File: src/rtl/i2c_cfg_sequencer_if.sv
// i2c_cfg_sequencer_if: table ROM and I2C master bus seen by the configuration sequencer
interface i2c_cfg_sequencer_if #(
    parameter int ADDR_W = 6
);
    logic [ADDR_W-1:0] oROM_ADDR;
    logic [23:0]       iROM_DATA;
    logic              oI2C_GO;
    logic [23:0]       oI2C_DATA;
    logic              iI2C_END;
    logic              iI2C_ACK;

    modport master (
        output oROM_ADDR, oI2C_GO, oI2C_DATA,
        input  iROM_DATA, iI2C_END, iI2C_ACK
    );

    modport slave (
        input  oROM_ADDR, oI2C_GO, oI2C_DATA,
        output iROM_DATA, iI2C_END, iI2C_ACK
    );
endinterface

File: src/rtl/i2c_cfg_sequencer.sv
// i2c_cfg_sequencer: walks the power-up configuration ROM and writes each {dev, reg, data}
// word through the shared I2C master, retrying NACKs/timeouts and flagging hard failures.
// Optional macro CFG_RETRIGGER_EN: iSTART in DONE or ERROR restarts the table from index 0.
module i2c_cfg_sequencer #(
    parameter int LUT_SIZE       = 51,
    parameter int ADDR_W         = 6,
    parameter int MAX_RETRY      = 3,
    parameter int GAP_CYCLES     = 16,
    parameter int TIMEOUT_CYCLES = 65535
) (
    input  logic                 iCLK,
    input  logic                 iRST_n,
    input  logic                 iSTART,
    i2c_cfg_sequencer_if.master  bus,
    output logic                 oCFG_BUSY,
    output logic                 oCFG_DONE,
    output logic                 oCFG_ERR,
    output logic [ADDR_W-1:0]    oERR_INDEX
);
    localparam int TMAX = TIMEOUT_CYCLES > GAP_CYCLES ? TIMEOUT_CYCLES : GAP_CYCLES;
    localparam int TW   = $clog2(TMAX + 1);
    localparam int RW   = $clog2(MAX_RETRY + 2);

    typedef enum logic [2:0] {IDLE, FETCH, WAIT_ROM, ISSUE, WAIT_END, GAP, DONE, ERROR} state_t;

    state_t            state_q, state_d;
    logic [ADDR_W-1:0] index_q, index_d, err_idx_q, err_idx_d;
    logic [RW-1:0]     retry_q, retry_d;
    logic [TW-1:0]     timer_q, timer_d;
    logic [23:0]       data_q, data_d;
    logic              last, timeout, gap_end;

    assign last    = index_q == ADDR_W'(LUT_SIZE - 1);
    assign timeout = timer_q == TW'(TIMEOUT_CYCLES - 1);
    assign gap_end = timer_q == TW'(GAP_CYCLES - 1);

    assign bus.oROM_ADDR = index_q;
    assign bus.oI2C_GO   = state_q == ISSUE;
    assign bus.oI2C_DATA = data_q;
    assign oCFG_BUSY     = !(state_q inside {IDLE, DONE, ERROR});
    assign oCFG_DONE     = state_q == DONE;
    assign oCFG_ERR      = state_q == ERROR;
    assign oERR_INDEX    = err_idx_q;

    // State and datapath registers; reset aborts any sequence in flight.
    always_ff @(posedge iCLK or negedge iRST_n) begin
        if (!iRST_n) begin
            state_q   <= IDLE;
            index_q   <= '0;
            err_idx_q <= '0;
            retry_q   <= '0;
            timer_q   <= '0;
            data_q    <= '0;
        end else begin
            state_q   <= state_d;
            index_q   <= index_d;
            err_idx_q <= err_idx_d;
            retry_q   <= retry_d;
            timer_q   <= timer_d;
            data_q    <= data_d;
        end
    end

    // Next state: one table entry per fetch/issue/wait/gap loop, END outranks a timeout.
    always_comb begin
        state_d   = state_q;
        index_d   = index_q;
        err_idx_d = err_idx_q;
        retry_d   = retry_q;
        timer_d   = timer_q;
        data_d    = data_q;
        case (state_q)
            IDLE: if (iSTART) begin
                state_d = FETCH;
                index_d = '0;
                retry_d = '0;
            end
            FETCH:    state_d = WAIT_ROM;
            WAIT_ROM: begin
                data_d  = bus.iROM_DATA;
                state_d = ISSUE;
            end
            ISSUE: begin
                timer_d = '0;
                state_d = WAIT_END;
            end
            WAIT_END: begin
                timer_d = timer_q + 1'b1;
                if (bus.iI2C_END && bus.iI2C_ACK) begin
                    timer_d = '0;
                    retry_d = '0;
                    index_d = last ? index_q : index_q + 1'b1;
                    state_d = last ? DONE : GAP;
                end else if (bus.iI2C_END || timeout) begin
                    timer_d = '0;
                    if (retry_q < RW'(MAX_RETRY)) begin
                        retry_d = retry_q + 1'b1;
                        state_d = GAP;
                    end else begin
                        err_idx_d = index_q;
                        state_d   = ERROR;
                    end
                end
            end
            GAP: begin
                timer_d = gap_end ? '0 : timer_q + 1'b1;
                state_d = gap_end ? FETCH : GAP;
            end
            DONE, ERROR: begin
`ifdef CFG_RETRIGGER_EN
                if (iSTART) begin
                    state_d   = FETCH;
                    index_d   = '0;
                    retry_d   = '0;
                    err_idx_d = '0;
                end
`endif
            end
        endcase
    end
endmodule

File: src/flat_wrapper.sv
// flat-port wrapper written by rule: the top's interface ports become plain ports
module i2c_cfg_sequencer_flat 
#(
    parameter int LUT_SIZE       = 51,
    parameter int ADDR_W         = 6,
    parameter int MAX_RETRY      = 3,
    parameter int GAP_CYCLES     = 16,
    parameter int TIMEOUT_CYCLES = 65535
)
  (iCLK, iRST_n, iSTART, oCFG_BUSY, oCFG_DONE, oCFG_ERR, oERR_INDEX, bus_oROM_ADDR, bus_oI2C_GO, bus_oI2C_DATA, bus_iROM_DATA, bus_iI2C_END, bus_iI2C_ACK);
  i2c_cfg_sequencer_if #(.ADDR_W(ADDR_W)) bus_i ();
  input  logic iCLK;
  input  logic iRST_n;
  input  logic iSTART;
  output logic oCFG_BUSY;
  output logic oCFG_DONE;
  output logic oCFG_ERR;
  output logic [ADDR_W-1:0] oERR_INDEX;
  output wire logic [$bits(bus_i.oROM_ADDR)-1:0] bus_oROM_ADDR;
  output wire logic [$bits(bus_i.oI2C_GO)-1:0] bus_oI2C_GO;
  output wire logic [$bits(bus_i.oI2C_DATA)-1:0] bus_oI2C_DATA;
  input wire logic [$bits(bus_i.iROM_DATA)-1:0] bus_iROM_DATA;
  input wire logic [$bits(bus_i.iI2C_END)-1:0] bus_iI2C_END;
  input wire logic [$bits(bus_i.iI2C_ACK)-1:0] bus_iI2C_ACK;
  assign bus_oROM_ADDR = bus_i.oROM_ADDR;
  assign bus_oI2C_GO = bus_i.oI2C_GO;
  assign bus_oI2C_DATA = bus_i.oI2C_DATA;
  assign bus_i.iROM_DATA = bus_iROM_DATA;
  assign bus_i.iI2C_END = bus_iI2C_END;
  assign bus_i.iI2C_ACK = bus_iI2C_ACK;
  i2c_cfg_sequencer #(.LUT_SIZE(LUT_SIZE), .ADDR_W(ADDR_W), .MAX_RETRY(MAX_RETRY), .GAP_CYCLES(GAP_CYCLES), .TIMEOUT_CYCLES(TIMEOUT_CYCLES)) u_core (.iCLK(iCLK), .iRST_n(iRST_n), .iSTART(iSTART), .bus(bus_i), .oCFG_BUSY(oCFG_BUSY), .oCFG_DONE(oCFG_DONE), .oCFG_ERR(oCFG_ERR), .oERR_INDEX(oERR_INDEX));
endmodule
File: config.mk
export PLATFORM = sky130hd
export DESIGN_NAME = i2c_cfg_sequencer_flat
export DESIGN_NICKNAME = d
export VERILOG_FILES = /design/src/rtl/i2c_cfg_sequencer_if.sv /design/src/rtl/i2c_cfg_sequencer.sv /design/src/flat_wrapper.sv
export SDC_FILE = /design/constraint.sdc
export NUM_CORES = 1
export LEC_CHECK = 0
export BUFFER_PORTS_ARGS = -buffer_cell sky130_fd_sc_hd__buf_4
export CORE_UTILIZATION = 58
export CTS_CLUSTER_DIAMETER = 60
export DETAILED_ROUTE_END_ITERATION = 8
export GPL_ROUTABILITY_DRIVEN = 1
export PLACE_DENSITY = 0.83
export SLEW_MARGIN = 30
export SYNTH_ARGS = -nofsm -noshare
export SYNTH_HDL_FRONTEND = slang
export SYNTH_SLANG_ARGS = --single-unit
File: constraint.sdc
create_clock -name iCLK -period 3.4 [get_ports iCLK]
set_clock_uncertainty 0.2 [all_clocks]
set_input_delay 0.17 -clock iCLK [delete_from_list [all_inputs] [get_ports iCLK]]
set_output_delay 0.17 -clock iCLK [all_outputs]
set_load 0.05 [all_outputs]
# Word level (Yosys, flattened, before mapping)
# Cells that the tools add are included.
# Widths: inputs -> output; s select.
[word_totals]
ff_bits = 58
in_bits = 29
output_inout_bits = 40
[op_classes]
bitwise = 2
eq_ne = 15
n_addsub = 3
mux = 20
n_lt_le_gt_ge = 1
n_reduce_logical = 12
[ops]
columns = ["op", "n"]
rows = [
  ["$mux 16", 3],
  ["$pmux 16 s3", 1],
  ["$mux 3", 8],
  ["$mux 6", 3],
  ["$pmux 3 s6", 1],
  ["$add 16x1->16 const B", 1],
  ["$eq 16x16->1 const B", 1],
  ["$eq 16x4->1 const B", 1],
  ["$eq 3x3->1 const B", 4],
  ["$pmux 6 s2", 1],
  ["$reduce_and 4->1", 3],
  ["$add 6x1->6 const B", 1],
  ["$eq 3x2->1 const B", 2],
  ["$eq 6x6->1 const B", 1],
  ["$ne 3x1->1 const B", 2],
  ["$pmux 3 s2", 1],
  ["$reduce_bool 3->1", 2],
  ["$reduce_bool 6->1", 1],
  ["$mux 2", 2],
  ["$ne 2x2->1 const B", 2],
  ["$add 3x1->3 const B", 1],
  ["$eq 3x1->1 const B", 1],
  ["$logic_not 3->1", 1],
  ["$lt 3x2->1 const B", 1],
  ["other kinds (7)", 8],
]

# Longest topological paths before layout
[depth]
depth_word = 5
depth_mapped = 8

# Worst setup path after synthesis
# OpenSTA, ideal clock, no wires.
[synth_path]
kind = "reg2reg"
start = "reg u_core.state_q[1]"
end = "reg u_core.timer_q[1]"
n_path_buf = 1
arrival_time_ps = 2429
setup_ps = 130
path_stages_with_launch = 7
period_less_slack_ps = 2759
slack_ps = 641
cell_sequence = "dfrtp_1 -> inv_1 -> nor3_1 -> nor2_1 -> clkbuf_1 -> nand2_1 -> o21ai_0"
[synth_via]
elab_chain_cells = 2
word_cells_on_any_way = 5
[synth_rtl]
columns = ["item", "line_no", "text"]
rows = [
  ["from (decl)", "i2c_cfg_sequencer.sv:26", "state_t state_q, state_d;"],
  ["from (signal assigned)", "i2c_cfg_sequencer.sv:55", "state_q <= state_d;"],
  ["$eq 3x2->1 (*)", "--", ""],
  ["via bus_oI2C_GO", "flat_wrapper.sv:20", "output wire logic [$bits(bus_i.oI2C_GO)-1:0] bus_oI2C_GO;"],
  ["$pmux 16 s3 / $reduce_bool 3->1 (equally long branches)", "--", ""],
  ["to (signal assigned)", "i2c_cfg_sequencer.sv:59", "timer_q <= timer_d;"],
  ["to (decl)", "i2c_cfg_sequencer.sv:29", "logic [TW-1:0] timer_q, timer_d;"],
]
# Mark *: on every way through the listed nets, which the timed path passes. The rest lies on a longest branch.
# A chain may end at the register's enable or synchronous reset.

# Worst setup path in the final report
[layout_path]
start = "reg u_core.timer_q[0]"
end = "reg u_core.timer_q[15]"
[layout_via]
elab_chain_cells = 5
word_cells_on_any_way = 8
[layout_rtl]
columns = ["item", "line_no", "text"]
rows = [
  ["branches (longest 4 deep; another with $add 16x1->16)", "--", ""],
  ["$pmux 16 s3 (*)", "i2c_cfg_sequencer.sv:72", "case (state_q)"],
]
# Every way passes the cells marked *.

==> flow_summary.yaml <==
synth:
  yosysMostFrequentCell: "dfrtp_1"
  synth_area_um2: 3040
  synth_warnings: 0
  synth_top_flop_cell: "dfrtp_1"
  synth_area_leader_cell: "dfrtp_1"
  synth_top_area_share_pct: 47.74
  synthXorXnorAreaFrac_pct: 0.8642
  syn_avg_cell_area_um2: 10.38
  synthTopCellsByCount: "58 x dfrtp_1, 37 x nand2_1, 28 x mux2_2, 19 x nor2_1, 13 x o21ai_0"
  yosysSeqAreaShare_pct: 47.74
  synth_cells: 293
  syn_nets: 329
  synth.distinct_cells: 52
  synthMuxAreaShare_pct: 10.37
  synth_top_family_by_area: "simple AND/OR/NAND/NOR gates"
  synth_area_leaders: "dfrtp_1 48%, mux2_2 10%, nand2_1 4.6%"
  synth_edf_count: 0
  synth-simple-area-share_pct: 21.69
  yosys.area_share.adder_pct: 2.881
  synth-compound-area-share_pct: 12.67
  async_flop_share_pct: 100.0
  synth_seq_cells: 58
pwr:
  p_total_mw: 3.486
  p_clk_share_pct: 20.5
  peakVddDrop_v: 0.0006854
  p_per_area_nw_per_um2: 858.9
  p_seq_share_pct: 34.0
  p_comb_share_pct: 45.5
  p_sw_mw: 1.546
  leakagePower_nw: 1.883
  swShare_pct: 44.35
  p_int_mw: 1.940
floorplan:
  die-area_um2: 5535
  initial_utilization_pct: 62.31
  rows: 25
  die_h_um: 74.40
  ios: 69
  coreArea_um2: 4880
  die_w_um: 74.40
routing:
  via_per_inst: 5.878
  wire_per_inst_um: 17.81
  route.detailed.drc: 0
  drtPass1Iterations: 5
  drt_iter0_drc: 210
  finalWirelength_um: 8193
  vias: 2704
  antenna_left: 0
cells_and_area:
  final_nets: 425
  layout-drive-gt1-share_pct: 32.32
  syn_to_final_growth_pct: 33.50
  n_antenna_cell: 0
  fillers: 285
sta:
  worst_pin_slew_ns: 0.7032
  period_needed_ns: 2.366
  finalSetupTns_ns: 0
  rsz0062_at_grt: "false"
  post-route-period-util_pct: 69.58
  fmax_mhz: 422.7
  maxSlewViolCount: 0
  setup_viol: 0
  slew_headroom_pct: 53.12
  final_hold_viol_count: 0
placed_design:
  io_buffers: 68
  place.gp.congestion: 0.8033
  hpwl_um: 4646
clock_network:
  clock-sinks: 58
  clock_latency_ns: 0.34
  cts_buffer_depth: 2
  cts_buffers: 9
  cts_setup_buffers: 0
  htreeDepth: 3
  cts_root_buffer: "clkbuf_8"
  cts_tree: "yes"
  ctsResizeCount: 0
  path_clk_slew_ns: 0.07
worst_setup_path:
  required_ns: 3.45
  critPathMaxFanout: 17
  criticalPathCategory: "reg -> reg"
  cp-end-kind: "flop"
  start_kind: "flop"
  arrival_ns: 2.42
  r2r_slack_ns: 1.03
global_routing:
  overflow: 0
  grt_pass1_vias: 2613
  grt_max_degree: 59
  grt_pass1_wl_um: 13000
  track_usage_pct: 32.01
  antenna_found_initial: 0
outcome:
  outcome: "finished, final reports clean"
hold_path:
  min_path_type: "in -> reg"
flow_run:
  cap_violations: 0
[metal layers]
| layer | part of all wire, % | track usage [%] |
|---|---|---|
| met1 | 42 | 42.22 |
| met5 | 0 | 0 |
| met2 | 47 | 50.15 |
| met3 | 8.8 | 6.640 |
| met4 | 2.5 | 16.56 |
[what timing repair did]
item                       in CTS  in global routing
hold endpoints to repair       83                  0
hold buffers                   26                  0
setup endpoints to repair       0                  0
[power groups by stage]
| stage | Clock, mW | Sequential, mW | Combinational (mW) |
|---|---|---|---|
| 4_1_cts | 0.721 | 1.16 | 1.55 |
| 5_1_grt | 0.749 | 1.22 | 1.68 |
| 3_5_place_dp | 0 | 1.17 | 1.52 |
| 2_1_floorplan | 0 | 1.61 | 0.648 |
| 6_report | 0.716 | 1.18 | 1.58 |
| 3_3_place_gp | 0 | 1.15 | 1.50 |
[sequential cells by signal (all words and copies together), names as in the netlist]
signal                count
u_core.bus.oI2C_DATA     24
u_core.bus.oROM_ADDR      6
u_core.oERR_INDEX         6
u_core.retry_q            3
u_core.state_q            3
u_core.timer_q           16
[path summary, 6_finish.rpt]
kind,startpoint,to,cells after the start
max,u_core.timer_q[0],u_core.timer_q[15],6
min,bus_iI2C_END,u_core.retry_q[1],4
max reg2reg,u_core.timer_q[0],u_core.timer_q[15],6
min reg2reg,u_core.oERR_INDEX[3],u_core.oERR_INDEX[3],2
max in group asynchronous,iRST_n,u_core.bus.oI2C_DATA[11],2
min in group asynchronous,iRST_n,u_core.bus.oI2C_DATA[2],2
[worst max-delay path, stage by stage (launching register included)]
cell,delay (ns)
dfrtp_1,0.43
ha_1,0.26
and3_1,0.24
nand4_1,0.11
and4_1,0.59
nor2_1,0.21
o211ai_1,0.23
[area by class of cell]
| type | count | area [µm²] | area share [%] |
|---|---|---|---|
| sequential | 58 | 1451 | 35.76 |
| multi-input combinational | 213 | 1474 | 36.31 |
| clock buffer | 13 | 158.9 | 3.915 |
| timing repair buffer | 97 | 793.3 | 19.54 |
| tap | 67 | 83.83 | 2.065 |
| clock inverter | 2 | 60.06 | 1.480 |
| inverter | 10 | 37.54 | 0.9248 |
[kinds of logic (layout without fill, tap and decap cells)]
family,after synthesis,after routing
AO/OA/AOI/OAI,54,54
XOR/XNOR,3,3
adder cells (fa/ha/maj),7,7
buffers and inverters,22,122
flip-flops,58,58
multiplexers,28,28
AND/OR/NAND/NOR,121,121
[layout by cell type (no fill, tap or decap), drive strengths merged, types with 9 or more instances in the layout]
master,netlist,final
buf,9,71
clkbuf,3,13
dfrtp,58,58
dlygate4sd3,0,26
inv,10,10
mux2,28,28
nand2,39,39
nand3,11,11
nor2,19,19
nor3,14,14
o21ai,17,17
o22ai,9,9
[stage by stage]
stage	instance area [µm²]	setup WS [ns]	hold slack (ns)	cells	utilization (%)
detailed placement	3580	1.105	0.06871	419	73.36
global route	4059	0.8154	0.09319	460	83.18
floorplan	3040	0.6413	-0.3256	293	-
finish	4059	1.034	0.06998	460	83.18
global placement	3580	1.169	0.05829	419	73.36
CTS	4059	1.072	0.05310	460	83.18
Power figures use the tool's default switching activity.
